$ cat src/rtl/dp_ctrl_pkg.sv
// Shared types and sizing helpers for the datapath-group reset/debug controller.
package dp_ctrl_pkg;

    // Reset sequencer states.
    typedef enum logic [1:0] {
        ST_HOLD    = 2'd0,
        ST_STAGGER = 2'd1,
        ST_RUN     = 2'd2
    } dp_state_e;

    // Default geometry of the group.
    localparam int unsigned DW_DEF     = 32;
    localparam int unsigned NCORES_DEF = 4;

    // One core's debug word at the default width.
    typedef logic [DW_DEF-1:0] dbg_word_t;

    // Select width for n channels, never narrower than one bit.
    function automatic int unsigned sel_w(input int unsigned n);
        return (n > 1) ? $clog2(n) : 1;
    endfunction

    // Width of a counter that must hold the value n, never narrower than one bit.
    function automatic int unsigned cnt_w(input int unsigned n);
        return (n > 0) ? $clog2(n + 1) : 1;
    endfunction

    // Readout select width for the default group size.
    localparam int unsigned SELW = sel_w(NCORES_DEF);

endpackage

$ cat src/rtl/dp_wdt_chan.sv
// Single debug channel: per-core reset flop, stall watchdog and sticky STALL flag.
// With DP_WDT_AUTORST_EN defined, a new stall pulses the core's reset for
// ARST_CYCLES cycles; otherwise the stall flag is report-only.
module dp_wdt_chan #(
    parameter int unsigned DW          = 32,
    parameter int unsigned WDT_CYCLES  = 1024
`ifdef DP_WDT_AUTORST_EN
    ,
    parameter int unsigned ARST_CYCLES = 2
`endif
) (
    input  logic          clk,
    input  logic          rst_n,
    input  logic          release_nxt,
    input  logic [DW-1:0] debug,
    output logic          core_res,
    output logic          stall
);

    localparam int unsigned CNT_W = $clog2(WDT_CYCLES + 1);

    logic [DW-1:0]    prev_q;
    logic [CNT_W-1:0] cnt_q;
    logic [CNT_W-1:0] cnt_d;
    logic             stall_q;
    logic             stall_set_c;
    logic             res_q;
    logic             res_d;

`ifdef DP_WDT_AUTORST_EN
    localparam int unsigned ARST_W = (ARST_CYCLES > 0) ? $clog2(ARST_CYCLES + 1) : 1;

    logic [ARST_W-1:0] arst_q;
    logic [ARST_W-1:0] arst_d;
`endif

    // Unchanged-word counter; frozen at zero while the core is held in reset.
    always_comb begin
        cnt_d = cnt_q;
        if (res_q) begin
            cnt_d = '0;
        end else if (debug != prev_q) begin
            cnt_d = '0;
        end else if (cnt_q != CNT_W'(WDT_CYCLES)) begin
            cnt_d = cnt_q + 1'b1;
        end
        stall_set_c = !stall_q && (cnt_d == CNT_W'(WDT_CYCLES));
    end

`ifdef DP_WDT_AUTORST_EN
    // Reset request: sequencer hold, or a countdown armed by the stall's rising edge.
    always_comb begin
        arst_d = arst_q;
        if (stall_set_c) begin
            arst_d = ARST_W'(ARST_CYCLES);
        end else if (arst_q != '0) begin
            arst_d = arst_q - 1'b1;
        end
        res_d = !release_nxt || (arst_d != '0);
    end

    // Auto-reset countdown register.
    always_ff @(posedge clk or negedge rst_n) begin
        if (!rst_n) begin
            arst_q <= '0;
        end else begin
            arst_q <= arst_d;
        end
    end
`else
    // Reset request comes from the sequencer alone.
    always_comb begin
        res_d = !release_nxt;
    end
`endif

    // Channel state registers.
    always_ff @(posedge clk or negedge rst_n) begin
        if (!rst_n) begin
            prev_q  <= '0;
            cnt_q   <= '0;
            stall_q <= 1'b0;
            res_q   <= 1'b1;
        end else begin
            prev_q  <= debug;
            cnt_q   <= cnt_d;
            stall_q <= stall_q || stall_set_c;
            res_q   <= res_d;
        end
    end

    assign core_res = res_q;
    assign stall    = stall_q;

endmodule

$ cat src/rtl/dp_reset_debug_ctrl.sv
// Reset sequencer and debug monitor for a multi-core datapath group.
// Holds all cores in reset, releases them in staggered order, then watches
// each core's DEBUG word for stalls and offers an atomic snapshot readout.
// Optional feature macro: DP_WDT_AUTORST_EN (stall re-asserts that core's reset).
module dp_reset_debug_ctrl
    import dp_ctrl_pkg::*;
#(
    parameter int unsigned NCORES      = 4,
    parameter int unsigned DW          = 32,
    parameter int unsigned HOLD_CYCLES = 2,
    parameter int unsigned STAGGER     = 0,
    parameter int unsigned WDT_CYCLES  = 1024
) (
    input  logic                           XCLK,
    input  logic                           XRES,
    input  logic [NCORES-1:0][DW-1:0]      DEBUG,
    output logic [NCORES-1:0]              CORE_RES,
    output logic                           READY,
    output logic [NCORES-1:0]              STALL,
    input  logic                           SNAP_REQ,
    output logic                           SNAP_ACK,
    input  logic [sel_w(NCORES)-1:0]       SNAP_SEL,
    output logic [DW-1:0]                  SNAP_DATA
);

    localparam int unsigned SEL_W      = sel_w(NCORES);
    localparam int unsigned HOLD_W     = cnt_w(HOLD_CYCLES);
    localparam int unsigned STG_W      = cnt_w(STAGGER);
    localparam int unsigned STG_RELOAD = (STAGGER > 0) ? STAGGER - 1 : 0;

    dp_state_e          state_q;
    dp_state_e          state_d;
    logic [HOLD_W-1:0]  hold_q;
    logic [HOLD_W-1:0]  hold_d;
    logic [STG_W-1:0]   wait_q;
    logic [STG_W-1:0]   wait_d;
    logic [SEL_W-1:0]   idx_q;
    logic [SEL_W-1:0]   idx_d;
    logic [NCORES-1:0]  rel_q;
    logic [NCORES-1:0]  rel_d;
    logic               ready_q;
    logic               ready_d;

    logic [NCORES-1:0][DW-1:0] shadow_q;
    logic                      ack_q;
    logic [DW-1:0]             data_q;
    logic [DW-1:0]             data_d;

    // Sequencer next state: hold, then release cores one by one (or all at once).
    always_comb begin
        state_d = state_q;
        hold_d  = hold_q;
        wait_d  = wait_q;
        idx_d   = idx_q;
        rel_d   = rel_q;
        ready_d = ready_q;
        case (state_q)
            ST_HOLD: begin
                if (hold_q == HOLD_W'(HOLD_CYCLES - 1)) begin
                    hold_d  = '0;
                    state_d = ST_STAGGER;
                end else begin
                    hold_d = hold_q + 1'b1;
                end
            end
            ST_STAGGER: begin
                if (STAGGER == 0) begin
                    rel_d   = '1;
                    ready_d = 1'b1;
                    state_d = ST_RUN;
                end else if (wait_q != '0) begin
                    wait_d = wait_q - 1'b1;
                end else begin
                    rel_d[idx_q] = 1'b1;
                    wait_d       = STG_W'(STG_RELOAD);
                    if (idx_q == SEL_W'(NCORES - 1)) begin
                        ready_d = 1'b1;
                        state_d = ST_RUN;
                    end else begin
                        idx_d = idx_q + 1'b1;
                    end
                end
            end
            ST_RUN: begin
                state_d = ST_RUN;
            end
            default: begin
                state_d = ST_HOLD;
            end
        endcase
    end

    // Sequencer state register.
    always_ff @(posedge XCLK or negedge XRES) begin
        if (!XRES) begin
            state_q <= ST_HOLD;
            hold_q  <= '0;
            wait_q  <= '0;
            idx_q   <= '0;
            rel_q   <= '0;
            ready_q <= 1'b0;
        end else begin
            state_q <= state_d;
            hold_q  <= hold_d;
            wait_q  <= wait_d;
            idx_q   <= idx_d;
            rel_q   <= rel_d;
            ready_q <= ready_d;
        end
    end

    // One watchdog channel per core; each owns its CORE_RES and STALL bit.
    for (genvar k = 0; k < NCORES; k++) begin : g_chan
        dp_wdt_chan #(
            .DW          (DW),
            .WDT_CYCLES  (WDT_CYCLES)
`ifdef DP_WDT_AUTORST_EN
            ,
            .ARST_CYCLES (HOLD_CYCLES)
`endif
        ) u_chan (
            .clk         (XCLK),
            .rst_n       (XRES),
            .release_nxt (rel_d[k]),
            .debug       (DEBUG[k]),
            .core_res    (CORE_RES[k]),
            .stall       (STALL[k])
        );
    end

    // Readout mux; out-of-range selects read as zero.
    always_comb begin
        data_d = '0;
        for (int k = 0; k < NCORES; k++) begin
            if (SNAP_SEL == SEL_W'(k)) begin
                data_d = shadow_q[k];
            end
        end
    end

    // Snapshot capture, acknowledge and registered readout.
    always_ff @(posedge XCLK or negedge XRES) begin
        if (!XRES) begin
            shadow_q <= '0;
            ack_q    <= 1'b0;
            data_q   <= '0;
        end else begin
            if (SNAP_REQ) begin
                shadow_q <= DEBUG;
            end
            ack_q  <= SNAP_REQ;
            data_q <= data_d;
        end
    end

    assign READY     = ready_q;
    assign SNAP_ACK  = ack_q;
    assign SNAP_DATA = data_q;

endmodule

$ cat config.mk
export PLATFORM = sky130hd
export DESIGN_NAME = dp_reset_debug_ctrl
export DESIGN_NICKNAME = d
export VERILOG_FILES = /design/src/rtl/dp_ctrl_pkg.sv /design/src/rtl/dp_wdt_chan.sv /design/src/rtl/dp_reset_debug_ctrl.sv
export SDC_FILE = /design/constraint.sdc
export NUM_CORES = 1
export LEC_CHECK = 0
export CAP_MARGIN = 20
export CORE_MARGIN = 2
export CORE_UTILIZATION = 50
export DETAILED_ROUTE_END_ITERATION = 10
export GPL_ROUTABILITY_DRIVEN = 0
export PLACE_DENSITY_LB_ADDON = 0.08
export SETUP_SLACK_MARGIN = 0.5
export SLEW_MARGIN = 20
export SYNTH_ARGS = -nofsm -noshare
export SYNTH_HDL_FRONTEND = slang
export SYNTH_SLANG_ARGS = --single-unit
$ cat constraint.sdc
create_clock -name XCLK -period 2.1 [get_ports XCLK]
set_clock_uncertainty 0.15 [all_clocks]
set_input_delay 0.42 -clock XCLK [delete_from_list [all_inputs] [get_ports XCLK]]
set_output_delay 0.42 -clock XCLK [all_outputs]
set_load 0.02 [all_outputs]
# Yosys cells after proc, flatten, opt, wreduce, memory -nomap -nowiden
# Index checks and enable logic that the tools add are counted.
[classes]
add_sub_neg = 5
eq_ne = 19
n_mux = 20
reduce_logical = 19
[ops]
columns = ["operator", "n"]
rows = [
  ["two-way mux 11 bit", 12],
  ["two-way mux 32 bit", 4],
  ["inequality test 32 bit", 4],
  ["adder 11 x 1 -> 11 bit, second input constant", 4],
  ["equality test 11 bit, second input constant", 4],
  ["inequality test 11 bit, second input constant", 4],
  ["logical NOT 1 bit", 8],
  ["equality test 2 x 1 -> 1 bit, second input constant", 3],
  ["equality test 2 bit, second input constant", 3],
  ["logical AND 1 bit", 4],
  ["logical NOT 2 bit", 2],
  ["logical OR 1 bit", 4],
  ["two-way mux 2 bit", 2],
  ["two-way mux 4 bit", 1],
  ["one-hot mux 2 bit (2 select lines)", 1],
  ["adder 2 x 1 -> 2 bit, second input constant", 1],
  ["inequality test 2 bit, second input constant", 1],
  ["OR reduction 2 bit", 1],
]
[totals]
reg_bits = 350
output_inout_bits = 42
word_cells = 89

# Depth between registers and ports, before layout
# Gate-level depths: netlist (run 1).
[depth]
depth_word = 7
ltp_mapped = 8

# By module
# From an unflattened synthesis (run 1), not the netlist that was laid out.
[unflattened]
hier_cells = 991
hier_area_um2 = 14363.8
[by_module_without_submodules]
columns = ["module", "instances", "cells_per_inst", "area_per_inst_um2", "seq_area_each_um2"]
rows = [
  ["dp_wdt_chan", 4, 156, 1908.1, 1127.3],
  ["dp_reset_debug_ctrl", 1, 367, 6731.5, 4254.1],
]

# Worst setup path before layout (run 1)
# No wires, ideal clock.
[synth_path]
path_type = "register to register"
startpoint = "register g_chan[2].u_chan.cnt_q[0]"
endpoint = "register g_chan[2].u_chan.stall_q"
setup_time_ps = 104
t_arrival_ps = 1777
t_required_ps = 1846
setup_slack_ps = 69
stages_incl_launch_ff = 8
period_less_slack_ps = 2031
cell_sequence = "dfrtp_1 inv_1 ha_1 and2_1 nand4_2 or3_1 a221o_1 o41ai_2"
[synth_via]
elab_chain_len = 7
[synth_rtl]
columns = ["element", "line", "text"]
rows = [
  ["from (decl)", "dp_wdt_chan.sv:23", "logic [CNT_W-1:0] cnt_q;"],
  ["from (signal assigned)", "dp_wdt_chan.sv:86", "cnt_q <= cnt_d;"],
  ["adder 11 x 1 -> 11 bit or inequality test 11 bit (tied branches)", "dp_wdt_chan.sv:45, dp_wdt_chan.sv:44", ""],
  ["two-way mux 11 bit *", "dp_wdt_chan.sv:44", "end else if (cnt_q != CNT_W'(WDT_CYCLES)) begin"],
  ["two-way mux 11 bit *", "dp_wdt_chan.sv:42", "end else if (debug != prev_q) begin"],
  ["two-way mux 11 bit *", "dp_wdt_chan.sv:40", "if (res_q) begin"],
  ["equality test 11 bit *", "dp_wdt_chan.sv:47", "stall_set_c = !stall_q && (cnt_d == CNT_W'(WDT_CYCLES));"],
  ["logical AND 1 bit *", "dp_wdt_chan.sv:47", ""],
  ["logical OR 1 bit *", "dp_wdt_chan.sv:87", "stall_q <= stall_q || stall_set_c;"],
  ["to (signal assigned)", "dp_wdt_chan.sv:87", ""],
  ["to (decl)", "dp_wdt_chan.sv:25", "logic stall_q;"],
]
# Every way passes the cells marked *; elsewhere a longest branch is shown, timed or not.
# A chain may end at the register's enable or synchronous reset.

# Worst setup path in the final report (run 1)
[layout_path]
startpoint = "input DEBUG[13] (netlist bit)"
endpoint = "register g_chan[0].u_chan.stall_q"
[layout_via]
elab_chain_len = 6
[layout_rtl]
columns = ["element", "line", "text"]
rows = [
  ["from (decl)", "dp_reset_debug_ctrl.sv:16", "input logic [NCORES-1:0][DW-1:0] DEBUG,"],
  ["inequality test 32 bit", "dp_wdt_chan.sv:42", ""],
  ["two-way mux 11 bit", "dp_wdt_chan.sv:42", ""],
  ["two-way mux 11 bit", "dp_wdt_chan.sv:40", ""],
  ["equality test 11 bit", "dp_wdt_chan.sv:47", ""],
  ["logical AND 1 bit", "dp_wdt_chan.sv:47", ""],
  ["logical OR 1 bit", "dp_wdt_chan.sv:87", ""],
  ["to (signal assigned)", "dp_wdt_chan.sv:87", ""],
  ["to (decl)", "dp_wdt_chan.sv:25", ""],
]
# Every way passes these cells.

==> out/qor.txt, run 1 <==
nets: 1,490
top_reg_cell synth: dfrtp_1
post-synth net total: 1,151
Yosys reg bits: 350
CP Launch Point: DEBUG[13]
setup_tns: -0.0896 ns
vias: 9,052
maximum clock rate: 0.466 GHz
drt initial violations: 614
Gate Count Post-Synth: 1,007
Via density: 5.17
CTS sink cnt: 350
post-synthesis sequential area ratio: 61.5%
Chip Width: 173 µm
Final Hold Viols: 0
Initial DRT Pass Iterations: 5
# DRC: 0
aggregate global routing overflow: 0
clock slew at reported path FFs: 0.06 ns
Yosys top cell area share: 60.8%
critical path data required time: 2.35 ns
worst setup margin: -0.0470 ns
vias in the first global route: 9,519
Synth Area in Compound Gates: 1.98%
Total Power: 16.5 mW
I/O Buffers: 174
YS warnings: 0
Antenna Nets Post-Route: 0
CTS tree: yes
status: finished, violations left
post-synthesis adder-cell area fraction: 0.966%
Wirelength per Cell: 19.6 µm
fraction of layout cells with a size suffix above 1: 39.4%
highest-delay cell along the critical path: clkdlybuf4s50_1
root buffer cell: clkbuf_16
Max FO, Critical Path: 3
Total GRT Usage: 23.2%
n_diodes: 0
worst slew pin tran: 0.441 ns
pre-CTS setup slack: -0.875 ns
initial antenna violation count: 1
worst hold endpoint: SNAP_ACK$_DFF_PN0_
kind of critical path: in2reg
Worst Hold Launch: SNAP_REQ
Slew HR: 70.5%
Lkg Pwr: 8.44 nW
DP Wirelength: 23,900 µm
mux cell area share after synthesis: 15.3%
Rows: 61
hold path cells: 1
Core Region: 27,900 µm²
RR Startpoint: g_chan[0].u_chan.prev_q[13]$_DFF_PN0_
clock latency on the worst-skew pair: 0.52 ns
die area: 29,900 µm²
fin area: 19,700 µm²
crit-path cells: clkdlybuf4s50_1 > xor2_1 > nor4_2 > buf_4 > nand4_1 > or3_4 > o41ai_2
Post-Synth Simple-Gate Area: 7.76%
minimum clock period after layout: 2.15 ns
Finished Layout Cells: 1,752
Inst Count DP: 1,661
PD cells: 834 nW/µm²
Post-Route WL: 34,300 µm
CTS H-tree lvls: 2
Hold/Removal Path Class: in2reg
number of unique standard cell types used by synthesis: 51
die height: 173 µm
Max VDD drop: 0.704 mV
Arr. time, crit path: 2.40 ns
count leader, synth: dfrtp_1
FILL cells: 1,982
area post-placement: 17,500 µm²
r2r setup slk: -0.05 ns
synthesized area per cell: 14.2 µm²
Area Overhead vs Synth: 38.4%
max capacitance violation total: 0
largest family of logic cells by synthesized area: multiplexers
largest net degree at the start of global routing: 68
final hold slack: 0.0521 ns
fraction of registers with async set or reset after synthesis: 100%
capturing point of the worst reg2reg path: g_chan[0].u_chan.stall$_DFF_PN0_
IO Pins: 175
post-synthesis xor/xnor area fraction: 10.6%
critical path launch point type: input pin
initial core utilization: 51.0%
final slew viol count: 0
count of flip-flops with a built-in enable after synthesis: 0
leading area contributor after synthesis: dfrtp_1
Critical Path End Type: register
CP top delay family: simple AND/OR/NAND/NOR gates
Synth area leaders: dfrtp_1, mux2_2, xor2_1
synth cell count leaders: dfrtp_1, xor2_1, mux2_2, nor2_1, xnor2_1
final setup vio count: 7
Num CTS Buffers: 38
CP bufs+invs: 2
max incr delay on CP: 0.46 ns
R2R cell count: 6
failing checks: setup timing
CTS max path bufs: 3
setup repair after global routing missed its margin: true
first-pass GRT wire length: 53,500 µm
crit share post-route: 102%
post-layout util: 70.6%
Mapped Area: 14,300 µm²
-- cells by family (layout without fill, tap and decap cells) --
| family | count (synthesis) | count (layout) |
|---|---|---|
| DFF | 350 | 350 |
| xor gates and xnor gates | 172 | 172 |
| adders and majority gates | 11 | 11 |
| buffers and inverters | 61 | 427 |
| and+or+nand+nor | 210 | 211 |
| AOI/OAI and AO/OA | 41 | 41 |
| muxes | 162 | 162 |
-- report_power, final --
part	leakage (nW)	switching, mW	internal (mW)
clock network	0.664	2.64	4.48
logic	3.61	0.818	1.05
registers	4.16	0.257	7.21
-- cell usage in the layout, fill, tap and decap left out, drive strengths merged, types with 3 or more instances in the layout --
cell type,instances
nor4,29
o21ai,7
a21boi,3
mux2,128
mux4,32
dfrtp,346
nor2b,7
or2,6
nand3,24
clkinv,7
clkdlybuf4s50,124
nand2,24
a211oi,4
or3,11
nor2,55
ha,11
dlygate4sd2,4
inv,20
dfstp,4
xor2,136
xnor2,36
buf,209
and3,7
bufinv,7
and4,4
a21oi,11
nor3,19
nand4,16
clkbuf,55
-- sequential cells by signal, indices dropped and copies added (netlist names) --
name                    flops
g_chan.u_chan.prev_q      128
SNAP_DATA                  32
g_chan.u_chan.cnt_q        44
rel_q                       4
SNAP_ACK                    1
g_chan.u_chan.stall         4
state_q                     2
shadow_q                  128
g_chan.u_chan.core_res      4
READY                       1
hold_q                      2
-- layer usage --
| layer | part of all wire, % | up-vias | GRT usage (%) |
|---|---|---|---|
| met2 | 48 | 216 | 35.9 |
| met4 | 1.9 | 2 | 5.83 |
| met3 | 6.1 | 47 | 4.71 |
| met5 | 0.038 | - | 0 |
| li1 | - | 4186 | - |
| met1 | 44 | 4601 | 33.9 |
-- final cells by class --
| cell class | instances | area (µm²) | area share (%) |
|---|---|---|---|
| clock buffer | 53 | 1090 | 5.52 |
| clock inverter | 15 | 254 | 1.29 |
| inverter | 19 | 71.3 | 0.361 |
| multi-input combinational | 597 | 5840 | 29.6 |
| sequential | 350 | 8770 | 44.4 |
| tap | 378 | 473 | 2.40 |
| timing repair buffer | 340 | 3230 | 16.4 |
-- repair_timing --
item	in CTS	in global routing
setup endpoints to repair	90	87
endpoints found under the hold margin	79	0
pin swaps	28	13
cloned	2	2
setup buffers	10	8
hold buffers	1	0
gates resized for setup	304	89
-- worst max path at each step --
stage	endpoint	slack, ns	depth (start not counted)
CTS	g_chan[2].u_chan.stall$_DFF_PN0_	-0.04	6
detailed placement	g_chan[2].u_chan.stall$_DFF_PN0_	-0.88	7
global placement	g_chan[2].u_chan.stall$_DFF_PN0_	-0.83	7
global route	g_chan[3].u_chan.cnt_q[6]$_DFF_PN0_	-0.14	7
floorplan	g_chan[2].u_chan.stall$_DFF_PN0_	0.11	7
finish	g_chan[0].u_chan.stall$_DFF_PN0_	-0.05	7
Power figures use the tool's default switching activity.
==> run 2: changes to the inputs <==
SKIP_LAST_GASP = 1   (was unset)
==> run 2 against run 1 <==
  * Global-route usage about the same
  * Non-clock buffer count unchanged
  * Largest power group unchanged
  * The run still ends with setup timing left
  * Highest routed layer unchanged
  * Routed wire length about the same
  * Sequential power about the same
  * First-iteration DRC count down 10%
  * Clock-buffer cell count unchanged
  * Critical path type unchanged
==> out/qor.txt, run 2 (synthesis gave the netlist of run 1 again) <==
Arr. time, crit path: 2.38 ns (-0.02 ns)
vias in the first global route: 9,528 (+0.095%)
Area Overhead vs Synth: 38.2%
Post-Route WL: 34,300 µm (about the same)
commonest non-fill, non-tap cell in the layout: dfrtp_1
FILL cells: 1,989 (+0.35%)
M1 WL: 15,300 µm (+1.5%)
die height: 173 µm (unchanged)
I/O Buffers: 174 (unchanged)
setup repair after global routing missed its margin: true
Slew HR: 71.8% (+1.3 points)
RR Startpoint: g_chan[0].u_chan.prev_q[13]$_DFF_PN0_
Sequential Area: 8770 µm² (unchanged)
vias: 9,055 (+0.033%)
n_diodes: 0 (unchanged)
drt initial violations: 551 (-10%)
CP Launch Point: DEBUG[13]
setup_tns: -0.0275 ns (+0.0621 ns)
critical path launch point type: input pin
worst slew pin tran: 0.422 ns (-0.0192 ns)
largest net degree at the start of global routing: 68 (unchanged)
final setup vio count: 1 (-6)
hold path cells: 1 (unchanged)
WL met3: 1820 µm (-13%)
Num CTS Buffers: 38 (unchanged)
DP Wirelength: 23,900 µm (unchanged)
Regs by FF count: g_chan.u_chan.prev_q x128, shadow_q x128, g_chan.u_chan.cnt_q x44
CTS sink cnt: 350 (unchanged)
status: finished, violations left
CTS H-tree lvls: 2 (unchanged)
root buffer cell: clkbuf_16
Critical Path End Type: register
WL met2: 16,500 µm (+0.21%)
kind of critical path: in2reg
R2R cell count: 6 (unchanged)
minimum clock period after layout: 2.13 ns (-0.0195 ns)
maximum clock rate: 0.470 GHz (+0.92%)
Max VDD drop: 0.709 mV (+0.70%)
# DRC: 0 (unchanged)
multi-input logic area: 5820 µm² (-0.47%)
commonest cells after routing, fill and taps aside: dfrtp_1, buf_4, xor2_1, mux2_2, clkdlybuf4s50_1
Chip Width: 173 µm (unchanged)
Max FO, Critical Path: 3 (unchanged)
initial antenna violation count: 1 (unchanged)
first-pass GRT wire length: 53,500 µm (+0.13%)
Lkg Pwr: 8.44 nW (about the same)
Via density: 5.17 (about the same)
post-layout util: 70.5% (-0.11 points)
fraction of layout cells with a size suffix above 1: 39.1% (-0.36 points)
IO Pins: 175 (unchanged)
Hold/Removal Path Class: in2reg
die area: 29,900 µm² (unchanged)
worst hold endpoint: SNAP_ACK$_DFF_PN0_
Final Hold Viols: 0 (unchanged)
nets: 1,490 (unchanged)
max layer used: met5
failing checks: setup timing
r2r setup slk: -0.03 ns (+0.02 ns)
Initial DRT Pass Iterations: 4 (-1)
initial core utilization: 51.0% (unchanged)
PD cells: 835 nW/µm² (+0.15%)
Worst Hold Launch: SNAP_REQ
Rows: 61 (unchanged)
worst setup margin: -0.0275 ns (+0.0195 ns)
clock latency on the worst-skew pair: 0.52 ns (about the same)
max capacitance violation total: 0 (unchanged)
final slew viol count: 0 (unchanged)
crit share post-route: 101% (-0.93 points)
Wirelength per Cell: 19.6 µm (about the same)
Core Region: 27,900 µm² (unchanged)
capturing point of the worst reg2reg path: g_chan[0].u_chan.stall$_DFF_PN0_
Antenna Nets Post-Route: 0 (unchanged)
pre-CTS setup slack: -0.875 ns (unchanged)
CTS max path bufs: 3 (unchanged)
Total GRT Usage: 23.2% (+0.024 points)
clock slew at reported path FFs: 0.06 ns (about the same)
critical path data required time: 2.35 ns (about the same)
aggregate global routing overflow: 0 (unchanged)
CTS tree: yes
-- run 2: how the worst max path moves through the flow --
stage | to | depth (start not counted)
after global placement | g_chan[2].u_chan.stall$_DFF_PN0_ | 7
after detailed placement | g_chan[2].u_chan.stall$_DFF_PN0_ | 7
final | g_chan[0].u_chan.stall$_DFF_PN0_ | 7
after floorplan | g_chan[2].u_chan.stall$_DFF_PN0_ | 7
after CTS | g_chan[2].u_chan.stall$_DFF_PN0_ | 6
after global routing | g_chan[3].u_chan.cnt_q[6]$_DFF_PN0_ | 7
-- run 2: worst max-delay path, stage by stage --
cell and delay [ns]:
clkdlybuf4s50_1 0.46, xor2_1 0.17, nor4_2 0.34, buf_4 0.16, nand4_1 0.15, or3_4 0.42
o41ai_2 0.25
-- run 2: power breakdown --
part	switching (mW)	leakage (nW)	internal [mW]
logic	0.818	3.61	1.05
clock network	2.64	0.664	4.48
registers	0.257	4.16	7.21
-- run 2: per-stage QoR --
step                      total power [mW]  area, µm²  hold slack, ns  instances
after global routing                  17.1      19700          0.0489       1752
after CTS                             16.6      19200          0.0450       1742
after global placement                9.37      17500           0.172       1661
after detailed placement              9.39      17500           0.175       1661
after floorplan                       8.27      14400         -0.0256       1007
final                                 16.5      19700          0.0535       1752
-- run 2: area by class of cell --
class	count	area share (%)
Tap cell	378	2.40
Timing Repair Buffer	340	16.4
Clock buffer	53	5.53
Sequential cell	350	44.5
Multi-Input combinational cell	597	29.5
Inverter	19	0.362
Clock inverter	15	1.29
-- run 2: what timing repair did --
action | in CTS | in global routing
endpoints found under the setup margin | 90 | 87
setup buffers | 10 | 8
gates resized for setup | 300 | 85
hold buffers | 1 | 0
pin swaps | 28 | 11
endpoints found under the hold margin | 79 | 0
gates cloned | 2 | 2
-- run 2: metal layers --
metal,global-route usage (%),vias up
met4,5.83,2
met1,33.9,4627
met2,35.9,183
met3,4.71,49
met5,0,-
li1,-,4194
==> run 3: changes to the inputs <==
CORE_UTILIZATION = 58   (was 50)
clock period = 2.48 ns   (was 2.1 ns; I/O delays follow)
==> run 3 against run 2 <==
  * The run now ends clean
  * Routed wire length shrank 1.2%
  * First-iteration DRC count grew 26%
  * Global-route usage grew 3.8 points
  * Power shrank 18%
  * Critical path type is now reg2reg
  * Largest cell class unchanged
==> out/qor.txt, run 3 (synthesis gave the netlist of run 1 again) <==
status: completed
vias: 9,127 (+0.80%)
nets: 1,472 (-1.2%)
worst slew pin tran: 0.598 ns (+0.176 ns)
Wirelength per Cell: 20.2 µm (+3.0%)
Hold/Removal Path Class: in2reg
final setup vio count: 0 (-1)
Num CTS Buffers: 38 (unchanged)
clock slew at reported path FFs: 0.06 ns (about the same)
root buffer cell: clkbuf_16
FILL cells: 1,474 (-26%)
# DRC: 0 (unchanged)
critical path data required time: 2.75 ns (+0.40 ns)
fin area: 19,100 µm² (-3.0%)
Rows: 57 (-6.6%)
Total GRT Usage: 27.0% (+3.8 points)
clock latency on the worst-skew pair: 0.51 ns (about the same)
fraction of layout cells with a size suffix above 1: 34.6% (-4.5 points)
Setup crit end: g_chan[3].u_chan.cnt_q[6]$_DFF_PN0_
PD cells: 707 nW/µm² (-15%)
commonest non-fill, non-tap cell in the layout: dfrtp_1
drt initial violations: 692 (+26%)
pre-CTS setup slack: -0.815 ns (+0.0600 ns)
Area Overhead vs Synth: 34.1%
aggregate global routing overflow: 0 (unchanged)
largest net degree at the start of global routing: 73 (+7.4%)
setup repair after global routing missed its margin: true
RR Startpoint: g_chan[3].u_chan.prev_q[29]$_DFF_PN0_
kind of critical path: reg2reg
Initial DRT Pass Iterations: 5 (+1)
max incr delay on CP: 0.46 ns (about the same)
Lkg Pwr: 8.38 nW (-0.62%)
IO Pins: 175 (unchanged)
critical path launch point type: register
number of cells on the critical path: 7 (unchanged)
area post-placement: 17,300 µm² (-1.2%)
Regs by FF count: g_chan.u_chan.prev_q x128, shadow_q x128, g_chan.u_chan.cnt_q x44
CP bufs+invs: 2 (unchanged)
max capacitance violation total: 0 (unchanged)
worst setup margin: 0.265 ns (+0.292 ns)
r2r setup slk: 0.26 ns (+0.29 ns)
CP Launch Point: g_chan[3].u_chan.prev_q[29]$_DFF_PN0_
Post-Route WL: 33,900 µm (-1.2%)
final slew viol count: 0 (unchanged)
Slew HR: 60.2% (-12 points)
die height: 161 µm (-7.0%)
setup_tns: 0 ns (+0.0275 ns)
highest-delay cell along the critical path: or3_4
CTS H-tree lvls: 2 (unchanged)
CTS tree: yes
CP top delay family: simple AND/OR/NAND/NOR gates
crit-path cells: xor2_1 > nor4_1 > buf_4 > nand4_1 > buf_6 > or3_4 > nor3_4
Final Hold Viols: 0 (unchanged)
maximum clock rate: 0.451 GHz
initial antenna violation count: 0 (-1)
Core Region: 24,200 µm² (-13%)
Via density: 5.43 (+5.1%)
Arr. time, crit path: 2.49 ns (+0.11 ns)
Antenna Nets Post-Route: 0 (unchanged)
initial core utilization: 58.8% (+7.8 points)
Chip Width: 161 µm (-7.0%)
die area: 25,800 µm² (-13%)
capturing point of the worst reg2reg path: g_chan[3].u_chan.cnt_q[6]$_DFF_PN0_
Max FO, Critical Path: 5 (+2)
R2R cell count: 7 (+1)
crit share post-route: 89.3%
first-pass GRT wire length: 53,900 µm (+0.64%)
Critical Path End Type: register
CTS sink cnt: 350 (unchanged)
commonest cells after routing, fill and taps aside: dfrtp_1, xor2_1, mux2_2, buf_4, clkdlybuf4s50_1
I/O Buffers: 174 (unchanged)
n_diodes: 0 (unchanged)
CTS max path bufs: 3 (unchanged)
Max VDD drop: 0.704 mV (-0.67%)
DP Wirelength: 23,300 µm (-2.5%)
vias in the first global route: 9,794 (+2.8%)
minimum clock period after layout: 2.22 ns
==> run 3: changes by cell type in the layout (fill, tap and decap cells not counted), sizes merged, moves of 4 or more <==
cell and delta:
dlygate4sd2 +68, buf -55, clkdlybuf4s50 -40, dlymetal6s2s +10, bufinv -4
==> run 3: metrics by stage <==
step | hold WS, ns | cells | util, % | power [mW]
6_report | 0.0512 | 1680 | 78.8 | 13.5
2_1_floorplan | 0.0504 | 1007 | - | 6.99
5_1_grt | 0.0463 | 1680 | 78.8 | 14.0
4_1_cts | 0.103 | 1677 | 77.8 | 13.6
3_3_place_gp | 0.284 | 1592 | 71.4 | 7.90
3_5_place_dp | 0.284 | 1592 | 71.4 | 7.94
==> run 3: area by class of cell <==
cell class,instances,area [µm²],share of cell area [%]
Clock buffer,56,1150,6.03
Clock inverter,12,138,0.720
Inverter,19,71.3,0.373
Multi-Input combinational cell,598,5650,29.6
Sequential cell,350,8770,45.9
Tap cell,324,405,2.12
Timing Repair Buffer,321,2920,15.3
==> run 3: metal layers <==
metal  up-vias  GRT usage, %  wire (µm)
met5         -             0          0
met4         0          5.93        589
met1      4663          38.6      14900
met2       259          44.5      16700
li1       4152             -          -
met3        53          4.36       1670
==> run 3: worst min-delay path by stage <==
stage | from | endpoint | slack (ns) | cells past startpoint
after floorplan | XRES | READY$_DFFE_PN0P_ | 0.05 | 0
after global placement | rel_q[3]$_DFF_PN0_ | rel_q[3]$_DFF_PN0_ | 0.28 | 1
after detailed placement | rel_q[0]$_DFF_PN0_ | rel_q[0]$_DFF_PN0_ | 0.28 | 1
after CTS | DEBUG[50] | g_chan[1].u_chan.prev_q[18]$_DFF_PN0_ | 0.10 | 1
after global routing | DEBUG[51] | g_chan[1].u_chan.prev_q[19]$_DFF_PN0_ | 0.05 | 1
final | DEBUG[51] | g_chan[1].u_chan.prev_q[19]$_DFF_PN0_ | 0.05 | 1
==> run 3: what timing repair did <==
action,CTS,global route
hold buffers,1,0
gates cloned,3,0
resized for setup,140,62
buffers inserted,13,3
pin swaps,54,27
hold endpoints to repair,59,0
endpoints found under the setup margin,89,49
==> run 3: worst reg2reg max path, cell delays in order, from the launching register on <==
cell     delay, ns
dfrtp_1       0.38
xor2_1        0.16
nor4_1        0.32
buf_4         0.18
nand4_1       0.12
buf_6         0.18
or3_4         0.46
nor3_4        0.19
==> run 3: power by group <==
part | switching [mW] | internal, mW
combinational | 0.687 | 0.795
sequential | 0.207 | 6.11
clock | 2.18 | 3.53
total | 3.08 | 10.4
